## src/rtl/stream_pkg.sv

```systemverilog
// Shared definitions for the byte-stream framing blocks: FSM states and
// common constants.
package stream_pkg;

  typedef enum logic [2:0] {
    ST_HUNT,
    ST_CHAN,
    ST_LEN,
    ST_PAYLOAD,
    ST_CSUM
  } state_t;

  localparam logic [7:0] SYNC_BYTE_DEFAULT = 8'hA5;
  localparam int         ERR_CNT_W         = 16;

endpackage

```

## src/rtl/sat_counter.sv

```systemverilog
// Up-counter that sticks at all-ones instead of wrapping.
module sat_counter #(
  parameter int WIDTH = 16
) (
  input  logic             clk,
  input  logic             rst,
  input  logic             inc,
  output logic [WIDTH-1:0] count
);

  always_ff @(posedge clk or negedge rst) begin
    if (!rst) begin
      count <= '0;
    end else if (inc && (count != '1)) begin
      count <= count + 1'b1;
    end
  end

endmodule

```

## src/rtl/stream_demux.sv

```systemverilog
// Recovers SYNC/CHAN/LEN/payload/CSUM framing from a byte stream and routes
// each payload to one of NUM_CH channels.
module stream_demux
  import stream_pkg::*;
#(
  parameter  int         NUM_CH    = 4,
  parameter  logic [7:0] SYNC_BYTE = SYNC_BYTE_DEFAULT,
  localparam int         CH_W      = $clog2(NUM_CH)
) (
  input  logic                 clk,
  input  logic                 rst,
  input  logic [7:0]           stream_data,
  input  logic                 stream_valid,
  input  logic [NUM_CH-1:0]    ch_enable,
  output logic [7:0]           out_data,
  output logic [NUM_CH-1:0]    out_en,
  output logic [CH_W-1:0]      out_ch,
  output logic                 pkt_start,
  output logic                 pkt_end,
  output logic                 pkt_err,
  output logic                 sync_locked,
  output logic [ERR_CNT_W-1:0] err_count
);

  localparam logic [8:0] NUM_CH_B = 9'(NUM_CH);

  state_t            state;
  logic [7:0]        in_data;
  logic              in_valid;
  logic [NUM_CH-1:0] in_enable;
  logic [CH_W-1:0]   chan;
  logic              chan_en;
  logic [7:0]        count;
  logic [7:0]        csum;
  logic              first;
  logic              id_bad;
  logic              csum_bad;
  logic              err_inc;

  // Accepted bytes (with the enables seen alongside them) are captured here
  // first, so the framing FSM works one cycle behind the input.
  always_ff @(posedge clk or negedge rst) begin
    if (!rst) begin
      in_data   <= '0;
      in_valid  <= 1'b0;
      in_enable <= '0;
    end else begin
      in_data   <= stream_data;
      in_valid  <= stream_valid;
      in_enable <= ch_enable;
    end
  end

  assign id_bad   = ({1'b0, in_data} >= NUM_CH_B);
  assign csum_bad = (in_data != csum);
  assign err_inc  = in_valid && (((state == ST_CHAN) && id_bad) ||
                                 ((state == ST_CSUM) && csum_bad));

  sat_counter #(.WIDTH(ERR_CNT_W)) u_err_cnt (
    .clk   (clk),
    .rst   (rst),
    .inc   (err_inc),
    .count (err_count)
  );

  always_ff @(posedge clk or negedge rst) begin
    if (!rst) begin
      state       <= ST_HUNT;
      chan        <= '0;
      chan_en     <= 1'b0;
      count       <= '0;
      csum        <= '0;
      first       <= 1'b0;
      out_data    <= '0;
      out_en      <= '0;
      out_ch      <= '0;
      pkt_start   <= 1'b0;
      pkt_end     <= 1'b0;
      pkt_err     <= 1'b0;
      sync_locked <= 1'b0;
    end else begin
      out_en    <= '0;
      pkt_start <= 1'b0;
      pkt_end   <= 1'b0;
      pkt_err   <= 1'b0;
      if (in_valid) begin
        case (state)
          ST_HUNT: begin
            if (in_data == SYNC_BYTE) state <= ST_CHAN;
          end
          ST_CHAN: begin
            if (id_bad) begin
              sync_locked <= 1'b0;
              state       <= ST_HUNT;
            end else begin
              chan    <= in_data[CH_W-1:0];
              out_ch  <= in_data[CH_W-1:0];
              chan_en <= in_enable[in_data[CH_W-1:0]];
              csum    <= in_data;
              state   <= ST_LEN;
            end
          end
          ST_LEN: begin
            count <= in_data;
            csum  <= csum ^ in_data;
            first <= 1'b1;
            state <= (in_data == 8'd0) ? ST_CSUM : ST_PAYLOAD;
          end
          ST_PAYLOAD: begin
            csum  <= csum ^ in_data;
            count <= count - 8'd1;
            first <= 1'b0;
            // Disabled channels still consume the payload to keep framing.
            if (chan_en) begin
              out_data  <= in_data;
              out_en    <= NUM_CH'(1) << chan;
              pkt_start <= first;
            end
            if (count == 8'd1) state <= ST_CSUM;
          end
          ST_CSUM: begin
            pkt_end     <= 1'b1;
            pkt_err     <= csum_bad;
            sync_locked <= !csum_bad;
            state       <= ST_HUNT;
          end
          default: state <= ST_HUNT;
        endcase
      end
    end
  end

endmodule

```

## config.mk

```make
export PLATFORM = sky130hd
export DESIGN_NAME = stream_demux
export DESIGN_NICKNAME = d
export VERILOG_FILES = /design/src/rtl/stream_pkg.sv /design/src/rtl/sat_counter.sv /design/src/rtl/stream_demux.sv
export SDC_FILE = /design/constraint.sdc
export NUM_CORES = 1
export LEC_CHECK = 0
export ABC_AREA = 1
export BUFFER_PORTS_ARGS = -buffer_cell sky130_fd_sc_hd__buf_2
export CORE_ASPECT_RATIO = 1.2
export CORE_UTILIZATION = 51
export CTS_CLUSTER_DIAMETER = 30
export DETAILED_ROUTE_END_ITERATION = 6
export PLACE_DENSITY = 0.79
export SYNTH_ARGS = -nofsm -noshare
export SYNTH_HDL_FRONTEND = slang
export SYNTH_SLANG_ARGS = --single-unit
```

## constraint.sdc

```tcl
create_clock -name clk -period 1.43 [get_ports clk]
set_input_delay 0.286 -clock clk [delete_from_list [all_inputs] [get_ports clk]]
set_output_delay 0.286 -clock clk [all_outputs]
set_load 0.03 [all_outputs]
```

==> results.md, run 1 <==
* Synth Flop Type: dfrtp_1
* Critical path startpoint category: flip-flop
* CTS tree: done
* Number of synthesized flops with an enable pin at 0
* PortBufs at between 40 and 50
* Hold Crit Class: in -> reg
* Crit-path max cell delay at 430 ps
* Vias per cell at 5.184
* Initial Util at 52.76%
* Crit path max fanout at 16
* Most common cell on crit path: nand2_1
* Slowest CP cell: dfrtp_1
* Initial detailed-routing violation count at 159
* Fill count at between 300 and 400
* Clock insertion delay at the later pin of the skew report at 350 ps
* Reg clk slew, reported paths at approximately 70 ps
* Post-synth cell types at 33
* Post-synthesis xor/xnor area fraction at 3.091%
* Ys async rst share at between 90% and 100%
* Synth warn at 0
* Chip Width at between 70 and 80 um
* Global-route wire length before repair at 13990 um
* DR pass1 iterations at 4
* CTS buffer count at 9
* FF+latch count, synth at slightly below 70
* Highest routed layer: met4
* Wire length on met1 at 3721 um
* Setup CP Type: reg -> reg
* Dpl hpwl at 5578 um
* GP Congestion at 0.8572
* Complex-gate fraction of the synthesized area at 9.308%
* Layout cells sized above 1 at 38.13%
* Slew @ Worst Pin at between 300 and 400 ps
* Leading area contributor after synthesis: dfrtp_1
* Site row count at 32
* DR vias at 3323
* Cells after Synth at 420
* Crit path cell chain: inv_1 -> nand2_1 -> nand2_1 -> nand2_1 -> nor2_1 -> nand2_1 -> nand2_2 -> nand2_4 -> nand2_4 -> nand2_1 -> nand2_1
* Max-capacitance violation count at 0
* Initial antenna violation count at 0
* Maximum clock insertion buffer count at 2
* Status: finished with violations
* Syn Area/Cell at 8.097 um2
* WL met2 at between 4000 and 5000 um
* CTS root buf: clkbuf_8
* Mux contribution to synthesized area at 0%
* Worst EP required at 1720 ps
* Critical path arrival at 1900 ps
* Share of the synthesized area in the top cell type at 50.04%
* Setup-failing EPs final at 34
* CTS H-tree depth at 3
* Most instantiated cells after synthesis: 132 x nand2_1, 68 x dfrtp_1, 48 x inv_1
* # clock sinks at 68
* Ranking of synthesized cells by area: dfrtp_1 50%, nand2_1 15%, inv_1 5.3%
* P&R area growth vs syn at 42.57%
* Largest family of logic cells by synthesized area: simple AND/OR/NAND/NOR gates
* Multi-input combinational cell area at approximately 0.0017 mm2
* Nets at 569
* Die H at approximately 91 um
* Final Slew Violations at 0
* Syn nets at between 400 and 500
* Fin Hold WS at 35.59 ps
* Number of global-route vias before repair at about 3200
* Register area at 0.001707 mm2
* Pwr/cell area at between 1000 and 1500 mW/mm2
* Final hold vios at 0
* Slew HR at 74.71%
* Residual DRC at 0
* Sequential fraction of the synthesis area at 50.04%
* Fmax at 620.8 MHz
* Final min period at 1611 ps
* Setup ws final at -180.9 ps
* Pin count of the biggest net entering global routing at 69
* Worst Skew at around 7.6 ps
* Met3 WL at roughly 390 um
* Core area at 0.006446 mm2
* Total track usage at 25.74%
* CP Capture Type: flip-flop
* Ports at 49
* Overflow after GRT at 0
* Setup TNS at -3196 ps
* Failing checks: setup timing
* Tcrit/Tclk final at 112.7%
* DIE AREA at 0.007000 mm2
* Most common cell in the netlist: nand2_1
* Syn Std Cell Area at about 0.0034 mm2
* VDD IR max at 0.0007641 V
* Wirelength per Cell at ~14 um
* Synth Area in Simple Gates at about 30%
* Synth Area in Adders at 1.104%
* Antenna diodes at 0
* RSZ-0062 raised after global routing: yes
* Aggregate routed wire length at approximately 9000 um
* Routed Antenna Nets at 0
* Leak Pwr at approximately 0.0025 uW
-- routing by layer --
| metal | track usage [%] | vias to the layer above |
|---|---|---|
| met5 | 0 | - |
| met4 | 13.62 | 0 |
| met3 | 5.427 | 34 |
| met2 | 43.09 | 114 |
| met1 | 31.02 | 1568 |
| li1 | - | 1607 |
-- cell type report --
class | instances | area share, %
clock buffer | 15 | 3.845
multi-input combinational | 291 | 34.04
clock inverter | 1 | 0.1032
sequential | 68 | 35.20
timing repair buffer | 128 | 20.52
tap | 85 | 2.194
inverter | 53 | 4.103
-- sequential cells by signal, indices dropped and copies added (netlist names) --
name / flops
chan: 2
chan_en: 1
count: 8
csum: 8
first: 1
in_data: 8
in_enable: 4
in_valid: 1
out_data: 8
out_en: 4
pkt_end: 1
pkt_err: 1
pkt_start: 1
state: 3
sync_locked: 1
u_err_cnt.count: 16
-- power breakdown --
| part | internal (uW) | total, uW | switching (uW) |
|---|---|---|---|
| registers | 2230 | 2490 | 255 |
| logic | 1000 | 2350 | 1340 |
| clock network | 820 | 1550 | 733 |
-- worst paths after layout --
path | start | endpoint | slack (ps) | depth (start not counted)
min reg2reg | sync_locked$_DFFE_PN0P_ | sync_locked$_DFFE_PN0P_ | 480 | 2
max reg2reg | in_data[2]$_DFF_PN0_ | u_err_cnt.count[4]$_DFFE_PN0P_ | -180 | 11
max in group asynchronous | rst | state[2]$_DFFE_PN0P_ | 630 | 3
min in group asynchronous | rst | out_en[1]$_DFF_PN0_ | 500 | 3
max | in_data[2]$_DFF_PN0_ | u_err_cnt.count[4]$_DFFE_PN0P_ | -180 | 11
min | ch_enable[1] | in_enable[1]$_DFF_PN0_ | 40 | 1
-- repair_timing --
item / CTS / global route
cloned: 0 / 3
hold buffers: 1 / 0
gates resized for setup: 15 / 73
pin swaps: 1 / 8
buffers inserted: 4 / 7
hold endpoints to repair: 68 / 0
endpoints found under the setup margin: 29 / 50
-- cells by family (layout without fill, tap and decap cells) --
kind of cell / Yosys count / count (layout)
adder cells (fa/ha/maj): 3 / 3
flip-flops: 68 / 68
AO/OA/AOI/OAI: 59 / 59
buffers and inverters: 61 / 197
AND/OR/NAND/NOR: 217 / 217
XOR/XNOR: 12 / 12
-- worst max-delay path, delay by kind of cell, from the launching register on --
kind          cells  cell delay, ps
simple gates     10            1030
buf+inv           1              90
flops             1             430
-- per-stage QoR --
stage / area (um2) / std cells / util [%] / power (uW) / setup slack [ps]
after floorplan: 3435 / 420 / - / 3695 / -207.3
after global placement: 4265 / 610 / 66.17 / 4443 / -113.0
after detailed placement: 4265 / 610 / 66.17 / 4541 / -149.1
after CTS: 4517 / 631 / 70.07 / 6119 / -95.76
after global routing: 4848 / 641 / 75.21 / 6727 / -310.9
final: 4848 / 641 / 75.21 / 6387 / -180.9
-- placed cells by master, fill, tap and decap left out, types with 3 or more instances in the layout --
cell      instances
nand2_1         118
dfrtp_1          64
buf_4            61
buf_2            46
inv_1            41
nand3_1          22
nor2_1           19
o21ai_1          19
o21ai_0          16
clkbuf_8         13
buf_6            13
inv_2            12
nand2_2          12
xor2_1           10
nand2_4           8
a21oi_1           7
o21ai_2           7
nor2_4            6
nand4_1           6
nand3_2           6
nor2_2            5
nor3_1            5
buf_12            5
nor3_4            4
dfrtp_2           4
nor3_2            3
(Power assumes the default switching activity.)
==> run 2, diff against run 1 <==
--- a/config.mk
+++ b/config.mk
@@ -8,10 +8,11 @@
 export ABC_AREA = 1
 export BUFFER_PORTS_ARGS = -buffer_cell sky130_fd_sc_hd__buf_2
 export CORE_ASPECT_RATIO = 1.2
-export CORE_UTILIZATION = 51
+export CORE_UTILIZATION = 52
 export CTS_CLUSTER_DIAMETER = 30
 export DETAILED_ROUTE_END_ITERATION = 6
-export PLACE_DENSITY = 0.79
+export PLACE_DENSITY = 0.8
 export SYNTH_ARGS = -nofsm -noshare
 export SYNTH_HDL_FRONTEND = slang
+export SYNTH_HIERARCHICAL = 1
 export SYNTH_SLANG_ARGS = --single-unit
==> run 2 against run 1 <==
Net effect: setup slack got worse by 83 ps; clock power rose by 7%; critical path type unchanged; design area up 2.2%; critical path depth stayed put; core utilization is 1.7 points higher; worst hold slack better by 1.5 ps; highest routed layer unchanged; non-clock buffer count fell by 20; the run still ends with setup timing left; largest cell class is now multi-input gates; wire length is 13% higher; clock skew up 2.5 ps; die area up 0.27%.
==> results.md, run 2 <==
* Setup-failing EPs final at 37
* Slowest CP cell: dfrtp_1
* Largest family of logic cells by synthesized area: simple AND/OR/NAND/NOR gates
* VDD IR max at 0.0009516 V
* Chip Width at roughly 77 um
* Total track usage at between 20% and 30%
* Final core utilization at 76.88%
* PortBufs at 48
* Ports at 49
* Buf/Inv on CP at 2
* Pin count of the biggest net entering global routing at 69
* Maximum clock insertion buffer count at 2
* Ys async rst share at 100.0%
* Vias per cell at around 5.5
* Layout cells sized above 1 at 42.63%
* Core area at about 0.0064 mm2
* Min-delay src: stream_data[0]
* Status: finished with violations
* Critical path arrival at 1940 ps
* Design area at approximately 0.005 mm2
* Final Slew Violations at 0
* Tcrit/Tclk final at 118.4%
* CTS root buf: clkbuf_8
* Initial antenna violation count at 0
* Critical path startpoint category: flip-flop
* P&R area growth vs syn at 42.53%
* CP top delay family: simple AND/OR/NAND/NOR gates
* Final min period at 1694 ps
* Syn Std Cell Area at 0.003477 mm2
* Antenna diodes at 0
* R2R cell count at 11
* Hold Path Depth at 1
* Die H at 91.58 um
* Slew @ Worst Pin at 528.6 ps
* Post-Layout Cell Count at around 640
* Synth Flop Type: dfrtp_1
* Cells after DPL at 600
* Initial detailed-routing violation count at 261
* Share of the synthesized area in the top cell type at 48.94%
* Dpl hpwl at 5706 um
* Leak Pwr at between 0.002 and 0.0025 uW
* Synth Area in Simple Gates at 30.08%
* FF+latch count, synth at 68
* Worst Skew at 10.13 ps
* Reg2Reg Capture Point: u_err_cnt/count[12]$_DFFE_PN0P_
* Wirelength per Cell at 16.04 um
* Setup TNS at -3978 ps
* Pre-CTS setup slack at -258.6 ps
* Initial Util at 53.94%
* Number of synthesized flops with an enable pin at 0
* Commonest non-fill, non-tap cell in the layout: nand2_1
* Hold Crit Class: in -> reg
* Highest routed layer: met4
* Commonest cells after routing, fill and taps aside: 114 x nand2_1, 66 x dfrtp_1, 49 x buf_2
* Routed Antenna Nets at 0
* Aggregate routed wire length at 10280 um
* CP Capture Type: flip-flop
* Overflow after GRT at 0
* Site row count at 32
* Met3 WL at 556 um
* WL met2 at between 5000 and 6000 um
* Number of global-route vias before repair at 3129
* Sequential fraction of the synthesis area at 48.94%
* Post-DP Area at 0.004089 mm2
* Reg clk slew, reported paths at roughly 70 ps
* Reg2Reg Setup Slack at -260 ps
* Synth Area in Adders at 1.080%
* Worst EP required at ~1700 ps
* Post-synthesis xor/xnor area fraction at 3.526%
* Fill count at ~400
* Leading area contributor after synthesis: dfrtp_1
* RSZ-0062 raised after global routing: yes
* Syn nets at 456
* DIE AREA at approximately 0.0070 mm2
* Max FFs per register at 16
* Residual DRC at 0
* DR pass1 iterations at 5
* Cells after Synth at 438
* Crit path max fanout at 2
* CTS buffer count at 9
* DR vias at 3543
* Most instantiated cells after synthesis: 145 x nand2_1, 68 x dfrtp_1, 43 x nor2_1
* Failing checks: setup timing
* Slew HR at between 60% and 70%
* Mux contribution to synthesized area at 0%
* # clock sinks at 68
* Most common cell on crit path: nand2_1
* Worst r2r src: csum[0]$_DFFE_PN0P_
* Global-route wire length before repair at around 14000 um
* Most common cell in the netlist: nand2_1
* Max-capacitance violation count at 0
* Reg with most FFs: u_err_cnt/count
* Setup CP Type: reg -> reg
* Fmax at ~590 MHz
* Syn Area/Cell at 7.939 um2
* Setup ws final at -263.8 ps
* Post-synth cell types at 27
* WHS Endpoint: in_data[0]$_DFF_PN0_
* Crit path cell chain: xnor2_2 -> nand2_1 -> nor2_2 -> nand2_1 -> nand2_2 -> nand2_4 -> buf_6 -> nand4_1 -> nand2_1 -> o21ai_1 -> inv_1
* Levels on crit path at 11
* Complex-gate fraction of the synthesized area at 9.500%
* Nets at roughly 570
* Wire length on met1 at between 3000 and 4000 um
* Crit-path max cell delay at between 400 and 500 ps
* Synth warn at 6
* Pwr/cell area at 1407 mW/mm2
* CTS H-tree depth at 3
* GP Congestion at 0.8731
* Final hold vios at 0
* Clock insertion delay at the later pin of the skew report at about 350 ps
* CTS tree: done
* Ranking of synthesized cells by area: dfrtp_1 49%, nand2_1 16%, o21ai_0 5.3%
[run 2: report_power, final]
part,switching (uW),total (uW),internal (uW)
clock network,753,1660,903
logic,1580,2770,1180
registers,320,2550,2230
total,2660,6970,4310
[run 2: area by class of cell]
cell class / instances / area [um2] / share of cell area [%]
flip-flops and latches: 68 / 1704 / 34.39
clock buffers: 11 / 151.4 / 3.055
clock inverters: 5 / 60.06 / 1.212
inverters: 45 / 176.4 / 3.560
repair buffers: 108 / 785.8 / 15.85
multi-input cells: 319 / 1972 / 39.79
well taps: 85 / 106.4 / 2.146
[run 2: worst max path at each step]
stage                               from                               to  slack, ps
CTS                 in_data[0]$_DFF_PN0_  u_err_cnt/count[12]$_DFFE_PN0P_       -190
global placement    in_data[1]$_DFF_PN0_   u_err_cnt/count[2]$_DFFE_PN0P_       -160
global route         csum[0]$_DFFE_PN0P_  u_err_cnt/count[12]$_DFFE_PN0P_       -360
finish               csum[0]$_DFFE_PN0P_  u_err_cnt/count[12]$_DFFE_PN0P_       -260
detailed placement  state[0]$_DFFE_PN0P_   u_err_cnt/count[9]$_DFFE_PN0P_       -260
floorplan           state[0]$_DFFE_PN0P_  u_err_cnt/count[15]$_DFFE_PN0P_       -190
[run 2: metrics by stage]
step	hold slack, ps	power [uW]
3_5_place_dp	332.5	4492
6_report	37.13	6971
3_3_place_gp	332.4	4400
5_1_grt	27.70	7335
2_1_floorplan	-9.591	3825
4_1_cts	28.08	6494
[run 2: routing by layer]
metal,track usage [%],vias up
li1,-,1627
met1,31.62,1692
met2,46.32,175
met3,3.618,49
met4,13.78,0
met5,0,-
[run 2: timing repair]
action / CTS / global route
setup endpoints to repair: 38 / 49
cloned: 1 / 5
hold buffers: 1 / 0
pin swaps: 18 / 36
hold endpoints to repair: 68 / 0
gates resized for setup: 37 / 94
setup buffers: 8 / 14
[run 2: cell families after synthesis]
| kind of cell | Yosys count |
|---|---|
| DFF | 68 |
| AOI/OAI and AO/OA | 59 |
| xor gates and xnor gates | 14 |
| adders and majority gates | 3 |
| and+or+nand+nor | 240 |
| buffers and inverters | 54 |
==> run 3, diff against run 2 <==
--- a/config.mk
+++ b/config.mk
@@ -11,7 +11,7 @@
 export CORE_UTILIZATION = 52
 export CTS_CLUSTER_DIAMETER = 30
 export DETAILED_ROUTE_END_ITERATION = 6
-export PLACE_DENSITY = 0.8
+export PLACE_DENSITY = 0.73
 export SYNTH_ARGS = -nofsm -noshare
 export SYNTH_HDL_FRONTEND = slang
 export SYNTH_HIERARCHICAL = 1
==> run 3 against run 2 <==
Net effect: the flow still finishes with violations (setup timing); design area increased by 3.5%; sequential cell count unchanged; critical path depth increased by 3; cell count increased by 1.4%; clock skew about the same; maximum frequency decreased by 1.1%; clock power increased by 20%; via count decreased by 0.99%; global-route usage about the same; combinational power decreased by 4%; register-to-register slack got worse by 20 ps; critical path type unchanged; largest cell class unchanged; highest routed layer unchanged.
==> results.md, run 3 (synthesis results as in run 2) <==
* Post-DP Area at 0.004111 mm2
* PortBufs at 48
* DR pass1 iterations at 5
* CP Capture Type: flip-flop
* Worst setup path endpoint: u_err_cnt/count[15]$_DFFE_PN0P_
* Residual DRC at 0
* Worst r2r src: in_data[7]$_DFF_PN0_
* Reg with most FFs: u_err_cnt/count
* Leak Pwr at 0.002580 uW
* Setup ws final at -282.3 ps
* Global-route wire length before repair at between 10000 and 15000 um
* Aggregate routed wire length at 9788 um
* Initial detailed-routing violation count at 196
* Setup-failing EPs final at 35
* Initial Util at 53.94%
* Number of global-route vias before repair at 3207
* GP Congestion at 0.8844
* Fin Hold WS at roughly 40 ps
* Slew HR at 71.98%
* Initial antenna violation count at 0
* Final Slew Violations at 0
* Reg2Reg Setup Slack at -280 ps
* CTS buffer count at 9
* Antenna diodes at 0
* Pin count of the biggest net entering global routing at 69
* CTS root buf: clkbuf_8
* Worst EP required at approximately 1700 ps
* Fill count at 395
* Wirelength per Cell at about 15 um
* Dpl hpwl at 5637 um
* Max FFs per register at 16
* Reg2Reg Capture Point: u_err_cnt/count[15]$_DFFE_PN0P_
* Reg clk slew, reported paths at 80 ps
* Design area at a little over 0.005 mm2
* Multi-input combinational cell area at 0.001961 mm2
* Routed Antenna Nets at 0
* Fmax at 584.0 MHz
* Critical path arrival at just under 2000 ps
* Die H at 91.58 um
* P&R area growth vs syn at 47.50%
* Layout cells sized above 1 at 43.54%
* Hold Crit Class: in -> reg
* Register area at 0.001705 mm2
* Ports at 49
* Crit path max fanout at 3
* Nets at between 500 and 600
* CTS H-tree depth at 3
* Maximum clock insertion buffer count at 2
* Critical path startpoint category: flip-flop
* CP top delay family: simple AND/OR/NAND/NOR gates
* Slowest CP cell: dfrtp_1
* Commonest cells after routing, fill and taps aside: 118 x nand2_1, 65 x dfrtp_1, 51 x buf_4
* Overflow after GRT at 0
* Setup CP Type: reg -> reg
* Worst Skew at just under 10 ps
* Vias per cell at around 5.4
* Final hold vios at 0
* Buf/Inv on CP at 2
* CTS tree: done
* DIE AREA at approximately 0.0070 mm2
* R2R cell count at 14
* VDD IR max at roughly 0.00092 V
* Failing checks: setup timing
* Tcrit/Tclk final at 119.7%
* Crit path cell chain: xnor2_2 -> nand2_1 -> nor2_2 -> nand2_2 -> nand2_4 -> nand2_4 -> inv_4 -> nor2_1 -> nand2_1 -> nor2_2 -> nand2_1 -> nand2_1 -> nand2_1 -> inv_1
* Levels on crit path at 14
* RSZ-0062 raised after global routing: yes
* Setup crit start: in_data[7]$_DFF_PN0_
* Clock insertion delay at the later pin of the skew report at 350 ps
* DR vias at 3508
* Hold Path Depth at 1
* Max-capacitance violation count at 0
* Crit-path max cell delay at 420 ps
* Status: finished with violations
* Core area at around 0.0064 mm2
* Pwr/cell area at 1398 mW/mm2
* Site row count at 32
* Most common cell on crit path: nand2_1
* Total track usage at 26.48%
* Commonest non-fill, non-tap cell in the layout: nand2_1
* # clock sinks at 68
* Chip Width at 76.65 um
* Final min period at 1712 ps
* Slew @ Worst Pin at 418.8 ps
-- run 3: cell types whose count changed in the layout (fill, tap and decap cells not counted), sizes merged --
cell,previous run,this run
buf,106,116
clkinv,3,1
nand2,155,152
inv,45,48
clkinvlp,1,0
bufinv,1,3
-- run 3: metal layers --
metal / share of wire (%) / vias to the layer above / track usage, %
li1: - / 1635 / -
met1: 39 / 1692 / 32.30
met2: 53 / 153 / 45.35
met3: 5.6 / 28 / 3.518
met4: 2.6 / 0 / 14.10
met5: 0 / - / 0
-- run 3: stage by stage --
| stage | power, uW | setup TNS (ps) | util [%] | cells | worst slack, ps |
|---|---|---|---|---|---|
| 6_report | 7168 | -4880 | 79.56 | 650 | -282.3 |
| 5_1_grt | 7554 | -8451 | 79.56 | 650 | -392.7 |
| 4_1_cts | 6731 | -1859 | 70.56 | 630 | -148.8 |
| 3_5_place_dp | 4476 | -3489 | 63.78 | 603 | -244.0 |
| 3_3_place_gp | 4404 | -2320 | 63.78 | 603 | -175.7 |
| 2_1_floorplan | 3825 | -1175 | - | 438 | -189.1 |
-- run 3: worst min path at each step --
stage,startpoint,to,slack (ps)
after floorplan,rst,chan[0]$_DFFE_PN0P_,-10
after global placement,rst,count[5]$_DFFE_PN0P_,340
after detailed placement,rst,count[5]$_DFFE_PN0P_,330
after CTS,stream_data[4],in_data[4]$_DFF_PN0_,30
after global routing,ch_enable[1],in_enable[1]$_DFF_PN0_,20
final,ch_enable[3],in_enable[3]$_DFF_PN0_,40
-- run 3: worst register-to-register path, cell delays in order (launching register included) --
cell     delay [ps]
dfrtp_1         420
xnor2_2         210
nand2_1         100
nor2_2          180
nand2_2         110
nand2_4          90
nand2_4          70
inv_4            70
nor2_1           50
nand2_1          80
nor2_2           40
nand2_1          50
nand2_1          60
nand2_1          60
inv_1            40
-- run 3: what timing repair did --
action | in CTS | in global routing
cloned | 1 | 3
gates resized for setup | 22 | 117
endpoints found under the hold margin | 68 | 0
buffers inserted | 9 | 18
endpoints found under the setup margin | 25 | 49
hold buffers | 1 | 0
pin swaps | 19 | 26
-- run 3: cell type report --
type                            count  share of cell area [%]
Sequential cell                    68                   33.25
Clock buffer                        9                   2.415
Clock inverter                      7                   2.366
Timing Repair Buffer              120                   18.22
Tap cell                           85                   2.074
Multi-Input combinational cell    316                   38.23
Inverter                           45                   3.440
-- run 3: report_power, final --
part	leakage, uW	switching [uW]	internal, uW
clock	0.000125	813	1170
combinational	0.00156	1500	1160
sequential	0.000893	300	2230
